$ cat src/rtl/axi4_lite_arbiter_2x1_if.sv
// AXI4-Lite channel bundle (no response codes) shared by the arbiter's upstream
// ports and its downstream memory port.
interface axi4_lite_arbiter_2x1_if;
  logic        awvalid, awready;
  logic [31:0] awaddr;
  logic [2:0]  awprot;
  logic        wvalid, wready;
  logic [31:0] wdata;
  logic [3:0]  wstrb;
  logic        bvalid, bready;
  logic        arvalid, arready;
  logic [31:0] araddr;
  logic [2:0]  arprot;
  logic        rvalid, rready;
  logic [31:0] rdata;

  modport master (
    output awvalid, awaddr, awprot, wvalid, wdata, wstrb, bready,
           arvalid, araddr, arprot, rready,
    input  awready, wready, bvalid, arready, rvalid, rdata
  );

  modport slave (
    input  awvalid, awaddr, awprot, wvalid, wdata, wstrb, bready,
           arvalid, araddr, arprot, rready,
    output awready, wready, bvalid, arready, rvalid, rdata
  );
endinterface

$ cat src/rtl/axi4_lite_arbiter_2x1.sv
// Two-master to one-slave AXI4-Lite arbiter, one transaction outstanding at a time.
// Round-robin or fixed (master 0 first) arbitration, chosen by FIXED_PRIO.
module axi4_lite_arbiter_2x1 #(
  parameter bit FIXED_PRIO = 1'b0
) (
  input  logic                            clk,
  input  logic                            resetn,
  axi4_lite_arbiter_2x1_if.slave          s0_axi,
  axi4_lite_arbiter_2x1_if.slave          s1_axi,
  axi4_lite_arbiter_2x1_if.master         mem_axi,
  output logic                            arb_busy,
  output logic                            arb_grant
);

  typedef enum logic [2:0] {IDLE, RD_ADDR, RD_DATA, WR_REQ, WR_RESP} state_t;

  state_t r_state, w_nxt;
  logic   r_grant, r_last, r_aw_done, r_w_done;
  logic   w_req0, w_req1, w_pick, w_pick_wr;

  logic        w_g_awvalid, w_g_wvalid, w_g_arvalid, w_g_bready, w_g_rready;
  logic [31:0] w_g_awaddr, w_g_wdata, w_g_araddr;
  logic [2:0]  w_g_awprot, w_g_arprot;
  logic [3:0]  w_g_wstrb;

  logic        w_awready, w_wready, w_arready, w_bvalid, w_rvalid;
  logic [31:0] w_rdata;

  logic        w_m_awvalid, w_m_wvalid, w_m_arvalid, w_m_bready, w_m_rready;
  logic [31:0] w_m_awaddr, w_m_wdata, w_m_araddr;
  logic [2:0]  w_m_awprot, w_m_arprot;
  logic [3:0]  w_m_wstrb;

  logic w_aw_hs, w_w_hs, w_ar_hs, w_r_hs, w_b_hs, w_aw_fin, w_w_fin;

  assign w_req0 = s0_axi.awvalid | s0_axi.arvalid;
  assign w_req1 = s1_axi.awvalid | s1_axi.arvalid;

  // r_last starts at 1 so master 0 takes the first tie after reset
  always_comb begin
    w_pick = 1'b0;
    if (FIXED_PRIO)               w_pick = ~w_req0;
    else if (w_req0 && w_req1)    w_pick = ~r_last;
    else                          w_pick = w_req1;
  end
  assign w_pick_wr = w_pick ? s1_axi.awvalid : s0_axi.awvalid;

  assign w_g_awvalid = r_grant ? s1_axi.awvalid : s0_axi.awvalid;
  assign w_g_awaddr  = r_grant ? s1_axi.awaddr  : s0_axi.awaddr;
  assign w_g_awprot  = r_grant ? s1_axi.awprot  : s0_axi.awprot;
  assign w_g_wvalid  = r_grant ? s1_axi.wvalid  : s0_axi.wvalid;
  assign w_g_wdata   = r_grant ? s1_axi.wdata   : s0_axi.wdata;
  assign w_g_wstrb   = r_grant ? s1_axi.wstrb   : s0_axi.wstrb;
  assign w_g_bready  = r_grant ? s1_axi.bready  : s0_axi.bready;
  assign w_g_arvalid = r_grant ? s1_axi.arvalid : s0_axi.arvalid;
  assign w_g_araddr  = r_grant ? s1_axi.araddr  : s0_axi.araddr;
  assign w_g_arprot  = r_grant ? s1_axi.arprot  : s0_axi.arprot;
  assign w_g_rready  = r_grant ? s1_axi.rready  : s0_axi.rready;

  // Channel forwarding depends only on state, grant and done flags
  always_comb begin
    w_m_awvalid = 1'b0; w_m_awaddr = '0; w_m_awprot = '0;
    w_m_wvalid  = 1'b0; w_m_wdata  = '0; w_m_wstrb  = '0;
    w_m_arvalid = 1'b0; w_m_araddr = '0; w_m_arprot = '0;
    w_m_bready  = 1'b0; w_m_rready = 1'b0;
    w_awready = 1'b0; w_wready = 1'b0; w_arready = 1'b0;
    w_bvalid  = 1'b0; w_rvalid = 1'b0; w_rdata   = '0;
    case (r_state)
      RD_ADDR: begin
        w_m_arvalid = w_g_arvalid;
        w_m_araddr  = w_g_araddr;
        w_m_arprot  = w_g_arprot;
        w_arready   = mem_axi.arready;
      end
      RD_DATA: begin
        w_rvalid   = mem_axi.rvalid;
        w_rdata    = mem_axi.rdata;
        w_m_rready = w_g_rready;
      end
      WR_REQ: begin
        if (!r_aw_done) begin
          w_m_awvalid = w_g_awvalid;
          w_m_awaddr  = w_g_awaddr;
          w_m_awprot  = w_g_awprot;
          w_awready   = mem_axi.awready;
        end
        if (!r_w_done) begin
          w_m_wvalid = w_g_wvalid;
          w_m_wdata  = w_g_wdata;
          w_m_wstrb  = w_g_wstrb;
          w_wready   = mem_axi.wready;
        end
      end
      WR_RESP: begin
        w_bvalid   = mem_axi.bvalid;
        w_m_bready = w_g_bready;
      end
      default: ;
    endcase
  end

  assign w_aw_hs  = w_m_awvalid & mem_axi.awready;
  assign w_w_hs   = w_m_wvalid  & mem_axi.wready;
  assign w_ar_hs  = w_m_arvalid & mem_axi.arready;
  assign w_r_hs   = mem_axi.rvalid & w_m_rready;
  assign w_b_hs   = mem_axi.bvalid & w_m_bready;
  assign w_aw_fin = r_aw_done | w_aw_hs;
  assign w_w_fin  = r_w_done  | w_w_hs;

  always_comb begin
    w_nxt = r_state;
    case (r_state)
      IDLE:    if (w_req0 || w_req1) w_nxt = w_pick_wr ? WR_REQ : RD_ADDR;
      RD_ADDR: if (w_ar_hs)          w_nxt = RD_DATA;
      RD_DATA: if (w_r_hs)           w_nxt = IDLE;
      WR_REQ:  if (w_aw_fin && w_w_fin) w_nxt = WR_RESP;
      WR_RESP: if (w_b_hs)           w_nxt = IDLE;
      default:                       w_nxt = IDLE;
    endcase
  end

  always_ff @(posedge clk or negedge resetn) begin
    if (!resetn) begin
      r_state   <= IDLE;
      r_grant   <= 1'b0;
      r_last    <= 1'b1;
      r_aw_done <= 1'b0;
      r_w_done  <= 1'b0;
    end else begin
      r_state <= w_nxt;
      if (r_state == IDLE && (w_req0 || w_req1)) begin
        r_grant <= w_pick;
        r_last  <= w_pick;
      end
      if (r_state == WR_REQ && w_nxt == WR_REQ) begin
        r_aw_done <= w_aw_fin;
        r_w_done  <= w_w_fin;
      end else begin
        r_aw_done <= 1'b0;
        r_w_done  <= 1'b0;
      end
    end
  end

  assign mem_axi.awvalid = w_m_awvalid;
  assign mem_axi.awaddr  = w_m_awaddr;
  assign mem_axi.awprot  = w_m_awprot;
  assign mem_axi.wvalid  = w_m_wvalid;
  assign mem_axi.wdata   = w_m_wdata;
  assign mem_axi.wstrb   = w_m_wstrb;
  assign mem_axi.bready  = w_m_bready;
  assign mem_axi.arvalid = w_m_arvalid;
  assign mem_axi.araddr  = w_m_araddr;
  assign mem_axi.arprot  = w_m_arprot;
  assign mem_axi.rready  = w_m_rready;

  assign s0_axi.awready = w_awready & ~r_grant;
  assign s0_axi.wready  = w_wready  & ~r_grant;
  assign s0_axi.arready = w_arready & ~r_grant;
  assign s0_axi.bvalid  = w_bvalid  & ~r_grant;
  assign s0_axi.rvalid  = w_rvalid  & ~r_grant;
  assign s0_axi.rdata   = r_grant ? '0 : w_rdata;

  assign s1_axi.awready = w_awready & r_grant;
  assign s1_axi.wready  = w_wready  & r_grant;
  assign s1_axi.arready = w_arready & r_grant;
  assign s1_axi.bvalid  = w_bvalid  & r_grant;
  assign s1_axi.rvalid  = w_rvalid  & r_grant;
  assign s1_axi.rdata   = r_grant ? w_rdata : '0;

  assign arb_busy  = (r_state != IDLE);
  assign arb_grant = r_grant;

endmodule
$ cat src/flat_wrapper.sv
// flat-port wrapper written by rule: the top's interface ports become plain ports
module axi4_lite_arbiter_2x1_flat 
#(
  parameter bit FIXED_PRIO = 1'b0
)
  (clk, resetn, arb_busy, arb_grant, s0_axi_awvalid, s0_axi_awaddr, s0_axi_awprot, s0_axi_wvalid, s0_axi_wdata, s0_axi_wstrb, s0_axi_bready, s0_axi_arvalid, s0_axi_araddr, s0_axi_arprot, s0_axi_rready, s0_axi_awready, s0_axi_wready, s0_axi_bvalid, s0_axi_arready, s0_axi_rvalid, s0_axi_rdata, s1_axi_awvalid, s1_axi_awaddr, s1_axi_awprot, s1_axi_wvalid, s1_axi_wdata, s1_axi_wstrb, s1_axi_bready, s1_axi_arvalid, s1_axi_araddr, s1_axi_arprot, s1_axi_rready, s1_axi_awready, s1_axi_wready, s1_axi_bvalid, s1_axi_arready, s1_axi_rvalid, s1_axi_rdata, mem_axi_awvalid, mem_axi_awaddr, mem_axi_awprot, mem_axi_wvalid, mem_axi_wdata, mem_axi_wstrb, mem_axi_bready, mem_axi_arvalid, mem_axi_araddr, mem_axi_arprot, mem_axi_rready, mem_axi_awready, mem_axi_wready, mem_axi_bvalid, mem_axi_arready, mem_axi_rvalid, mem_axi_rdata);
  axi4_lite_arbiter_2x1_if s0_axi_i ();
  axi4_lite_arbiter_2x1_if s1_axi_i ();
  axi4_lite_arbiter_2x1_if mem_axi_i ();
  input  logic clk;
  input  logic resetn;
  output logic arb_busy;
  output logic arb_grant;
  input wire logic [$bits(s0_axi_i.awvalid)-1:0] s0_axi_awvalid;
  input wire logic [$bits(s0_axi_i.awaddr)-1:0] s0_axi_awaddr;
  input wire logic [$bits(s0_axi_i.awprot)-1:0] s0_axi_awprot;
  input wire logic [$bits(s0_axi_i.wvalid)-1:0] s0_axi_wvalid;
  input wire logic [$bits(s0_axi_i.wdata)-1:0] s0_axi_wdata;
  input wire logic [$bits(s0_axi_i.wstrb)-1:0] s0_axi_wstrb;
  input wire logic [$bits(s0_axi_i.bready)-1:0] s0_axi_bready;
  input wire logic [$bits(s0_axi_i.arvalid)-1:0] s0_axi_arvalid;
  input wire logic [$bits(s0_axi_i.araddr)-1:0] s0_axi_araddr;
  input wire logic [$bits(s0_axi_i.arprot)-1:0] s0_axi_arprot;
  input wire logic [$bits(s0_axi_i.rready)-1:0] s0_axi_rready;
  output wire logic [$bits(s0_axi_i.awready)-1:0] s0_axi_awready;
  output wire logic [$bits(s0_axi_i.wready)-1:0] s0_axi_wready;
  output wire logic [$bits(s0_axi_i.bvalid)-1:0] s0_axi_bvalid;
  output wire logic [$bits(s0_axi_i.arready)-1:0] s0_axi_arready;
  output wire logic [$bits(s0_axi_i.rvalid)-1:0] s0_axi_rvalid;
  output wire logic [$bits(s0_axi_i.rdata)-1:0] s0_axi_rdata;
  input wire logic [$bits(s1_axi_i.awvalid)-1:0] s1_axi_awvalid;
  input wire logic [$bits(s1_axi_i.awaddr)-1:0] s1_axi_awaddr;
  input wire logic [$bits(s1_axi_i.awprot)-1:0] s1_axi_awprot;
  input wire logic [$bits(s1_axi_i.wvalid)-1:0] s1_axi_wvalid;
  input wire logic [$bits(s1_axi_i.wdata)-1:0] s1_axi_wdata;
  input wire logic [$bits(s1_axi_i.wstrb)-1:0] s1_axi_wstrb;
  input wire logic [$bits(s1_axi_i.bready)-1:0] s1_axi_bready;
  input wire logic [$bits(s1_axi_i.arvalid)-1:0] s1_axi_arvalid;
  input wire logic [$bits(s1_axi_i.araddr)-1:0] s1_axi_araddr;
  input wire logic [$bits(s1_axi_i.arprot)-1:0] s1_axi_arprot;
  input wire logic [$bits(s1_axi_i.rready)-1:0] s1_axi_rready;
  output wire logic [$bits(s1_axi_i.awready)-1:0] s1_axi_awready;
  output wire logic [$bits(s1_axi_i.wready)-1:0] s1_axi_wready;
  output wire logic [$bits(s1_axi_i.bvalid)-1:0] s1_axi_bvalid;
  output wire logic [$bits(s1_axi_i.arready)-1:0] s1_axi_arready;
  output wire logic [$bits(s1_axi_i.rvalid)-1:0] s1_axi_rvalid;
  output wire logic [$bits(s1_axi_i.rdata)-1:0] s1_axi_rdata;
  output wire logic [$bits(mem_axi_i.awvalid)-1:0] mem_axi_awvalid;
  output wire logic [$bits(mem_axi_i.awaddr)-1:0] mem_axi_awaddr;
  output wire logic [$bits(mem_axi_i.awprot)-1:0] mem_axi_awprot;
  output wire logic [$bits(mem_axi_i.wvalid)-1:0] mem_axi_wvalid;
  output wire logic [$bits(mem_axi_i.wdata)-1:0] mem_axi_wdata;
  output wire logic [$bits(mem_axi_i.wstrb)-1:0] mem_axi_wstrb;
  output wire logic [$bits(mem_axi_i.bready)-1:0] mem_axi_bready;
  output wire logic [$bits(mem_axi_i.arvalid)-1:0] mem_axi_arvalid;
  output wire logic [$bits(mem_axi_i.araddr)-1:0] mem_axi_araddr;
  output wire logic [$bits(mem_axi_i.arprot)-1:0] mem_axi_arprot;
  output wire logic [$bits(mem_axi_i.rready)-1:0] mem_axi_rready;
  input wire logic [$bits(mem_axi_i.awready)-1:0] mem_axi_awready;
  input wire logic [$bits(mem_axi_i.wready)-1:0] mem_axi_wready;
  input wire logic [$bits(mem_axi_i.bvalid)-1:0] mem_axi_bvalid;
  input wire logic [$bits(mem_axi_i.arready)-1:0] mem_axi_arready;
  input wire logic [$bits(mem_axi_i.rvalid)-1:0] mem_axi_rvalid;
  input wire logic [$bits(mem_axi_i.rdata)-1:0] mem_axi_rdata;
  assign s0_axi_i.awvalid = s0_axi_awvalid;
  assign s0_axi_i.awaddr = s0_axi_awaddr;
  assign s0_axi_i.awprot = s0_axi_awprot;
  assign s0_axi_i.wvalid = s0_axi_wvalid;
  assign s0_axi_i.wdata = s0_axi_wdata;
  assign s0_axi_i.wstrb = s0_axi_wstrb;
  assign s0_axi_i.bready = s0_axi_bready;
  assign s0_axi_i.arvalid = s0_axi_arvalid;
  assign s0_axi_i.araddr = s0_axi_araddr;
  assign s0_axi_i.arprot = s0_axi_arprot;
  assign s0_axi_i.rready = s0_axi_rready;
  assign s0_axi_awready = s0_axi_i.awready;
  assign s0_axi_wready = s0_axi_i.wready;
  assign s0_axi_bvalid = s0_axi_i.bvalid;
  assign s0_axi_arready = s0_axi_i.arready;
  assign s0_axi_rvalid = s0_axi_i.rvalid;
  assign s0_axi_rdata = s0_axi_i.rdata;
  assign s1_axi_i.awvalid = s1_axi_awvalid;
  assign s1_axi_i.awaddr = s1_axi_awaddr;
  assign s1_axi_i.awprot = s1_axi_awprot;
  assign s1_axi_i.wvalid = s1_axi_wvalid;
  assign s1_axi_i.wdata = s1_axi_wdata;
  assign s1_axi_i.wstrb = s1_axi_wstrb;
  assign s1_axi_i.bready = s1_axi_bready;
  assign s1_axi_i.arvalid = s1_axi_arvalid;
  assign s1_axi_i.araddr = s1_axi_araddr;
  assign s1_axi_i.arprot = s1_axi_arprot;
  assign s1_axi_i.rready = s1_axi_rready;
  assign s1_axi_awready = s1_axi_i.awready;
  assign s1_axi_wready = s1_axi_i.wready;
  assign s1_axi_bvalid = s1_axi_i.bvalid;
  assign s1_axi_arready = s1_axi_i.arready;
  assign s1_axi_rvalid = s1_axi_i.rvalid;
  assign s1_axi_rdata = s1_axi_i.rdata;
  assign mem_axi_awvalid = mem_axi_i.awvalid;
  assign mem_axi_awaddr = mem_axi_i.awaddr;
  assign mem_axi_awprot = mem_axi_i.awprot;
  assign mem_axi_wvalid = mem_axi_i.wvalid;
  assign mem_axi_wdata = mem_axi_i.wdata;
  assign mem_axi_wstrb = mem_axi_i.wstrb;
  assign mem_axi_bready = mem_axi_i.bready;
  assign mem_axi_arvalid = mem_axi_i.arvalid;
  assign mem_axi_araddr = mem_axi_i.araddr;
  assign mem_axi_arprot = mem_axi_i.arprot;
  assign mem_axi_rready = mem_axi_i.rready;
  assign mem_axi_i.awready = mem_axi_awready;
  assign mem_axi_i.wready = mem_axi_wready;
  assign mem_axi_i.bvalid = mem_axi_bvalid;
  assign mem_axi_i.arready = mem_axi_arready;
  assign mem_axi_i.rvalid = mem_axi_rvalid;
  assign mem_axi_i.rdata = mem_axi_rdata;
  axi4_lite_arbiter_2x1 #(.FIXED_PRIO(FIXED_PRIO)) u_core (.clk(clk), .resetn(resetn), .s0_axi(s0_axi_i), .s1_axi(s1_axi_i), .mem_axi(mem_axi_i), .arb_busy(arb_busy), .arb_grant(arb_grant));
endmodule
$ cat config.mk
export PLATFORM = sky130hd
export DESIGN_NAME = axi4_lite_arbiter_2x1_flat
export DESIGN_NICKNAME = d
export VERILOG_FILES = /design/src/rtl/axi4_lite_arbiter_2x1_if.sv /design/src/rtl/axi4_lite_arbiter_2x1.sv /design/src/flat_wrapper.sv
export SDC_FILE = /design/constraint.sdc
export NUM_CORES = 1
export LEC_CHECK = 0
export CORE_AREA = 2 2 173 175
export CTS_BUF_LIST = sky130_fd_sc_hd__clkbuf_2
export CTS_CLUSTER_DIAMETER = 60
export CTS_CLUSTER_SIZE = 30
export DETAILED_ROUTE_END_ITERATION = 10
export DIE_AREA = 0 0 175 177
export GPL_ROUTABILITY_DRIVEN = 0
export MAX_ROUTING_LAYER = met4
export PLACE_DENSITY = 0.47
export SETUP_SLACK_MARGIN = 0.1
export SLEW_MARGIN = 15
export SYNTH_ARGS = -nofsm -noshare
export SYNTH_HDL_FRONTEND = slang
export SYNTH_SLANG_ARGS = --single-unit
export TNS_END_PERCENT = 5
$ cat constraint.sdc
create_clock -name clk -period 2.15 [get_ports clk]
set_input_delay 0.43 -clock clk [delete_from_list [all_inputs] [get_ports clk]]
set_output_delay 0.43 -clock clk [all_outputs]
set_load 0.01 [all_outputs]
==> flow_metrics.tcl, run 1 <==
set metrics [dict create \
    pre_cts_slack_ns -0.0811 \
    clock_latency_ns 0.23 \
    rsz0062_at_grt "true" \
    period_needed_ns 2.13 \
    grt_pass1_vias 4512 \
    synth_cell_types 34 \
    synth-seq-area-share 0.0657 \
    yosysTopAreaCell "mux2i_1" \
    critPathLaunchType "flip-flop" \
    fin_skew_ns 0.00115 \
    arrival_ns 1.70 \
    syn_area_um2 2680 \
    yosysWarnings 0 \
    htreeDepth 1 \
    critical_path.endpoint "mem_axi_awvalid" \
    switching_power_mw 3.70 \
    clockBufferDepth 2 \
    grt_max_degree 40 \
    area_growth_pct 200 \
    wire_per_inst_um 15.6 \
    numCtsBuffers 3 \
    worstReg2RegEnd "u_core.r_state[1]$_DFF_PN0_" \
    synth_nets 641 \
    core_area_um2 29200 \
    synthArstFlopShare 1.00 \
    io_buffers 447 \
    slew_viol_final 0 \
    cts.clk_slew.worst_paths_ns 0.07 \
    critPathKind "flip-flop to primary output" \
    crit_buf_inv 2 \
    worst_slew_pin_slew_ns 0.344 \
    ioPinCount 448 \
    syn_avg_cell_area_um2 7.06 \
    grt_overflow_total 0 \
    synthMostInstantiatedCell "nor2_1" \
    end_kind "primary output" \
    cp_top_family "flip-flops" \
    cts-root-buf "clkbuf_2" \
    die_width_um 175 \
    drt_iter0_drc 80 \
    busiest_layer "met2" \
    cp_cell_sequence "buf_4, mux2_4, and2_1, dlygate4sd2_1" \
    globalRouteMet1Util 0.135 \
    rr_worst_depth 6 \
    postCtsHoldBufs 0 \
    met2_usage 0.210 \
    peakVddDrop_uv 375 \
    holdWs_ns 0.466 \
    num_rows 63 \
    slowest_stage "dfrtp_4" \
    drv_cap 0 \
    ys_seq_elements 7 \
    relSlewSlack 0.770 \
    ys_top_cells_by_count "nor2_1 (111), mux2i_1 (108), and2_1 (68)" \
    p_clk_frac 0.012 \
    setup_viol 0 \
    critPathLaunch "u_core.arb_grant$_DFFE_PN0P_" \
    ys.flop_type "dfrtp_1" \
    hold_viol 0 \
    synth_top_area_frac 0.403 \
    clock.fmax_ghz 0.470 \
    die-height_um 177 \
    p_per_area_nw_per_um2 978 \
    use_met3 0.0204 \
    insertedDiodeCount 0 \
    synthTopCellsByArea "mux2i_1 (40%), and2_1 (16%), nor2_1 (16%)" \
    vias 4495 \
    crit_fanout 8 \
    antenna_found_initial 0 \
    post-route-drc-count 0 \
    r2r_slack_ns 0.26 \
    routed_wl_um 19600 \
    hold_class "primary input to asynchronous set/reset pin" \
    grt_pass1_wl_um 26600 \
    required_ns 1.72 \
    grtUsageTotal 0.114 \
    dieArea_um2 31000 \
    seqPwrFrac 0.037 \
    cts.sinks 7 \
    pwr-share-comb 0.951 \
    drtPass1Iterations 4 \
    p_int_mw 4.17 \
    outcome "completed" \
    crit_path_max_incr_delay_ns 0.54 \
    postRouteAntennaNets 0 \
    avgViaCountPerCell 3.59 \
    fin_crit_sh 0.989 \
    setup_slack_ns 0.0234 \
    nNetsFinal 1124 \
    initial_core_util 0.0918 \
    swShare 0.470 \
    drive_gt1_frac 0.384 \
    hpwlAfterDp_um 16000 \
    cts_tree "done" \
    critical_path_depth 4 \
    synth_edf_count 0 \
    rr_startpoint "u_core.arb_grant$_DFFE_PN0P_" \
    power.leakage_nw 3.73 \
    netlist_instances 380 \
]
## how the worst min path moves through the flow
stage                               from                      endpoint  slack [ns]  depth (start not counted)
3_3_place_gp   u_core.r_last$_DFFE_PN1P_     u_core.r_last$_DFFE_PN1P_        0.50                          2
6_report                          resetn  u_core.arb_grant$_DFFE_PN0P_        0.47                          1
2_1_floorplan                     resetn  u_core.arb_grant$_DFFE_PN0P_        0.13                          0
3_5_place_dp   u_core.r_last$_DFFE_PN1P_     u_core.r_last$_DFFE_PN1P_        0.50                          2
5_1_grt                           resetn   u_core.r_state[2]$_DFF_PN0_        0.47                          1
4_1_cts                           resetn    u_core.r_aw_done$_DFF_PN0_        0.47                          1
## final cells by class
type	instances	area [um^2]
fillers	3200	21200
repair buffers	509	4650
multi-input cells	337	2690
well taps	390	488
flip-flops and latches	7	183
clock buffers	4	20.0
inverters	5	18.8
## registers in the layout, indices dropped and copies added, names as in the netlist
name,flops
u_core.arb_grant,1
u_core.r_aw_done,1
u_core.r_last,1
u_core.r_state,3
u_core.r_w_done,1
## layout by cell type, fill, tap and decap left out, types with 3 or more instances in the layout
| master | instances |
|---|---|
| a21oi_1 | 3 |
| and2_1 | 49 |
| and2_4 | 19 |
| and3_1 | 3 |
| buf_12 | 13 |
| buf_2 | 91 |
| buf_4 | 41 |
| buf_6 | 46 |
| clkbuf_16 | 3 |
| clkbuf_2 | 34 |
| clkdlybuf4s15_1 | 3 |
| clkdlybuf4s15_2 | 6 |
| clkdlybuf4s50_1 | 261 |
| dfrtp_1 | 3 |
| dlygate4sd2_1 | 8 |
| dlymetal6s2s_1 | 3 |
| inv_1 | 3 |
| mux2_4 | 3 |
| mux2i_1 | 92 |
| mux2i_2 | 8 |
| mux2i_4 | 8 |
| nand2_1 | 6 |
| nor2_1 | 76 |
| nor2_2 | 16 |
| nor2_4 | 26 |
| nor3_1 | 4 |
| o21ai_0 | 5 |
## power by group through the flow
stage | sequential (mW) | combinational (mW) | clock (mW)
after floorplan | 0.245 | 3.30 | 0
after global placement | 0.272 | 7.10 | 0
after detailed placement | 0.276 | 7.04 | 0
after CTS | 0.285 | 6.78 | 0.101
after global routing | 0.305 | 8.06 | 0.112
final | 0.292 | 7.48 | 0.0968
## what timing repair did
action                                  CTS  global route
endpoints found under the setup margin  186           176
hold endpoints to repair                  0             0
pin swaps                                 2            30
resized for setup                       483           362
cloned                                    2             3
buffers inserted                          7             3
## stage by stage
step           total power, mW  cell area (um^2)  utilization  instances  TNS [ns]
2_1_floorplan             3.55              2680            -        380         0
3_3_place_gp              7.37              7910        0.270       1234     -1.32
3_5_place_dp              7.32              7910        0.270       1234     -2.51
4_1_cts                   7.17              7930        0.271       1247     -5.05
5_1_grt                   8.48              8050        0.275       1252    -0.523
6_report                  7.87              8050        0.275       1252         0
## routing by layer
| metal | up-vias | part of all wire |
|---|---|---|
| li1 | 2229 | - |
| met1 | 2000 | 0.40 |
| met2 | 260 | 0.52 |
| met3 | 6 | 0.075 |
| met4 | 0 | 0.0037 |
| met5 | - | 0 |
## logic make-up after synthesis
logic type	count (synthesis)	share of synthesized area
AOI/OAI and AO/OA	15	0.0354
buffers and inverters	36	0.0914
DFF	7	0.0657
muxes	111	0.417
and+or+nand+nor	211	0.391
(Power assumes the default switching activity.)
==> inputs of run 2 (changes only) <==
--- a/config.mk
+++ b/config.mk
@@ -6,7 +6,6 @@
 export NUM_CORES = 1
 export LEC_CHECK = 0
 export CORE_AREA = 2 2 173 175
-export CTS_BUF_LIST = sky130_fd_sc_hd__clkbuf_2
 export CTS_CLUSTER_DIAMETER = 60
 export CTS_CLUSTER_SIZE = 30
 export DETAILED_ROUTE_END_ITERATION = 10
==> flow_metrics.tcl, run 2 (same netlist as run 1, synthesis figures left out) <==
set metrics [dict create \
    outcome "completed" \
    fin_skew_ns 0.000801 \
    drt_iter0_drc 77 \
    power_mw 8.17 \
    core_area_um2 29200 \
    clock.fmax_ghz 0.475 \
    grt_max_degree 38 \
    grt_overflow_total 0 \
    grt_pass1_vias 4570 \
    die-height_um 177 \
    hold_viol 0 \
    tns_ns 0 \
    num_rows 63 \
    drv_cap 0 \
    worst_slew_pin_slew_ns 0.325 \
    postRouteAntennaNets 0 \
    pre_cts_slack_ns -0.0811 \
    critPathLaunchType "flip-flop" \
    setup_viol 0 \
    drive_gt1_frac 0.381 \
    clockBufferDepth 2 \
    ioPinCount 448 \
    wire_per_inst_um 15.9 \
    place_inst 1234 \
    die_width_um 175 \
    avgViaCountPerCell 3.61 \
    initial_core_util 0.0918 \
    most-common-layout-cells "clkdlybuf4s50_1 (260), buf_2 (109), mux2i_1 (95)" \
    cts-root-buf "clkbuf_16" \
    p_per_area_nw_per_um2 1010 \
    relSlewSlack 0.782 \
    rsz0062_at_grt "true" \
    insertedDiodeCount 0 \
    end_kind "primary output" \
    htreeDepth 1 \
    grtUsageTotal 0.121 \
    stdcell_area_um2 8110 \
    grt_pass1_wl_um 27800 \
    final_cells 1254 \
    numCtsBuffers 3 \
    vias 4532 \
    layout.cells.most_common "clkdlybuf4s50_1" \
    fin_crit_sh 0.979 \
    cts.clk_slew.worst_paths_ns 0.04 \
    largest_reg_flops 3 \
    antenna_found_initial 0 \
    dpl-instance-area_um2 7910 \
    area_growth_pct 202 \
    largest_register "u_core.r_state" \
    period_needed_ns 2.10 \
    cts.sinks 7 \
    required_ns 1.72 \
    hpwlAfterDp_um 16000 \
    peakVddDrop_uv 381 \
    power.leakage_nw 3.76 \
    critPathKind "flip-flop to primary output" \
    post-route-drc-count 0 \
    drtPass1Iterations 4 \
    dieArea_um2 31000 \
    routed_wl_um 20000 \
    cts_tree "done" \
    arrival_ns 1.67 \
    hold_class "primary input to asynchronous set/reset pin" \
    io_buffers 447 \
    crit_fanout 12 \
    slew_viol_final 0 \
    clock_latency_ns 0.23 \
    nNetsFinal 1126 \
    setup_slack_ns 0.0452 \
]
-- run 2: layer usage --
layer	wire, um	GRT usage	part of all wire
met5	0	-	0
met4	150	0.0149	0.0075
met3	1430	0.0208	0.071
met2	10400	0.222	0.52
met1	7980	0.142	0.40
-- run 2: worst max-delay path: stages, from the launching register on --
cell	delay, ns
dfrtp_4	0.53
buf_12	0.16
buf_16	0.15
buf_12	0.16
mux2i_1	0.11
nor2_1	0.09
clkdlybuf4s15_2	0.23
-- run 2: final timing paths --
check | depth (start not counted) | slack (ns) | endpoint | start
min in group clk | 2 | 0.50 | u_core.r_last$_DFFE_PN1P_ | u_core.r_last$_DFFE_PN1P_
max in group asynchronous | 1 | 1.40 | u_core.r_last$_DFFE_PN1P_ | resetn
max reg2reg | 7 | 0.19 | u_core.r_state[1]$_DFF_PN0_ | u_core.arb_grant$_DFFE_PN0P_
min | 1 | 0.47 | u_core.arb_grant$_DFFE_PN0P_ | resetn
max | 6 | 0.05 | mem_axi_araddr[19] | u_core.arb_grant$_DFFE_PN0P_
min reg2reg | 2 | 0.50 | u_core.r_last$_DFFE_PN1P_ | u_core.r_last$_DFFE_PN1P_
-- run 2: metrics by stage --
step                 util  hold slack, ns
floorplan               -           0.134
detailed placement  0.270           0.503
global route        0.277           0.500
finish              0.277           0.466
CTS                 0.275           0.483
global placement    0.270           0.497
-- run 2: final cells by class --
class	count	area, um^2
inverter	5	18.8
sequential	7	183
clock buffer	4	78.8
fill	3174	21100
timing repair buffer	511	4770
tap	390	488
multi-input combinational	337	2570
-- run 2: where the power goes --
part | internal, mW | leakage (nW) | total, mW | switching [mW]
combinational | 4.06 | 3.64 | 7.56 | 3.50
sequential | 0.201 | 0.0833 | 0.298 | 0.0969
clock | 0.247 | 0.0382 | 0.315 | 0.0685
-- run 2: what timing repair did --
action / CTS / global route
cloned: 7 / 0
hold buffers: 0 / 0
hold endpoints to repair: 0 / 0
pin swaps: 13 / 72
resized for setup: 509 / 355
endpoints found under the setup margin: 186 / 158
buffers inserted: 9 / 3
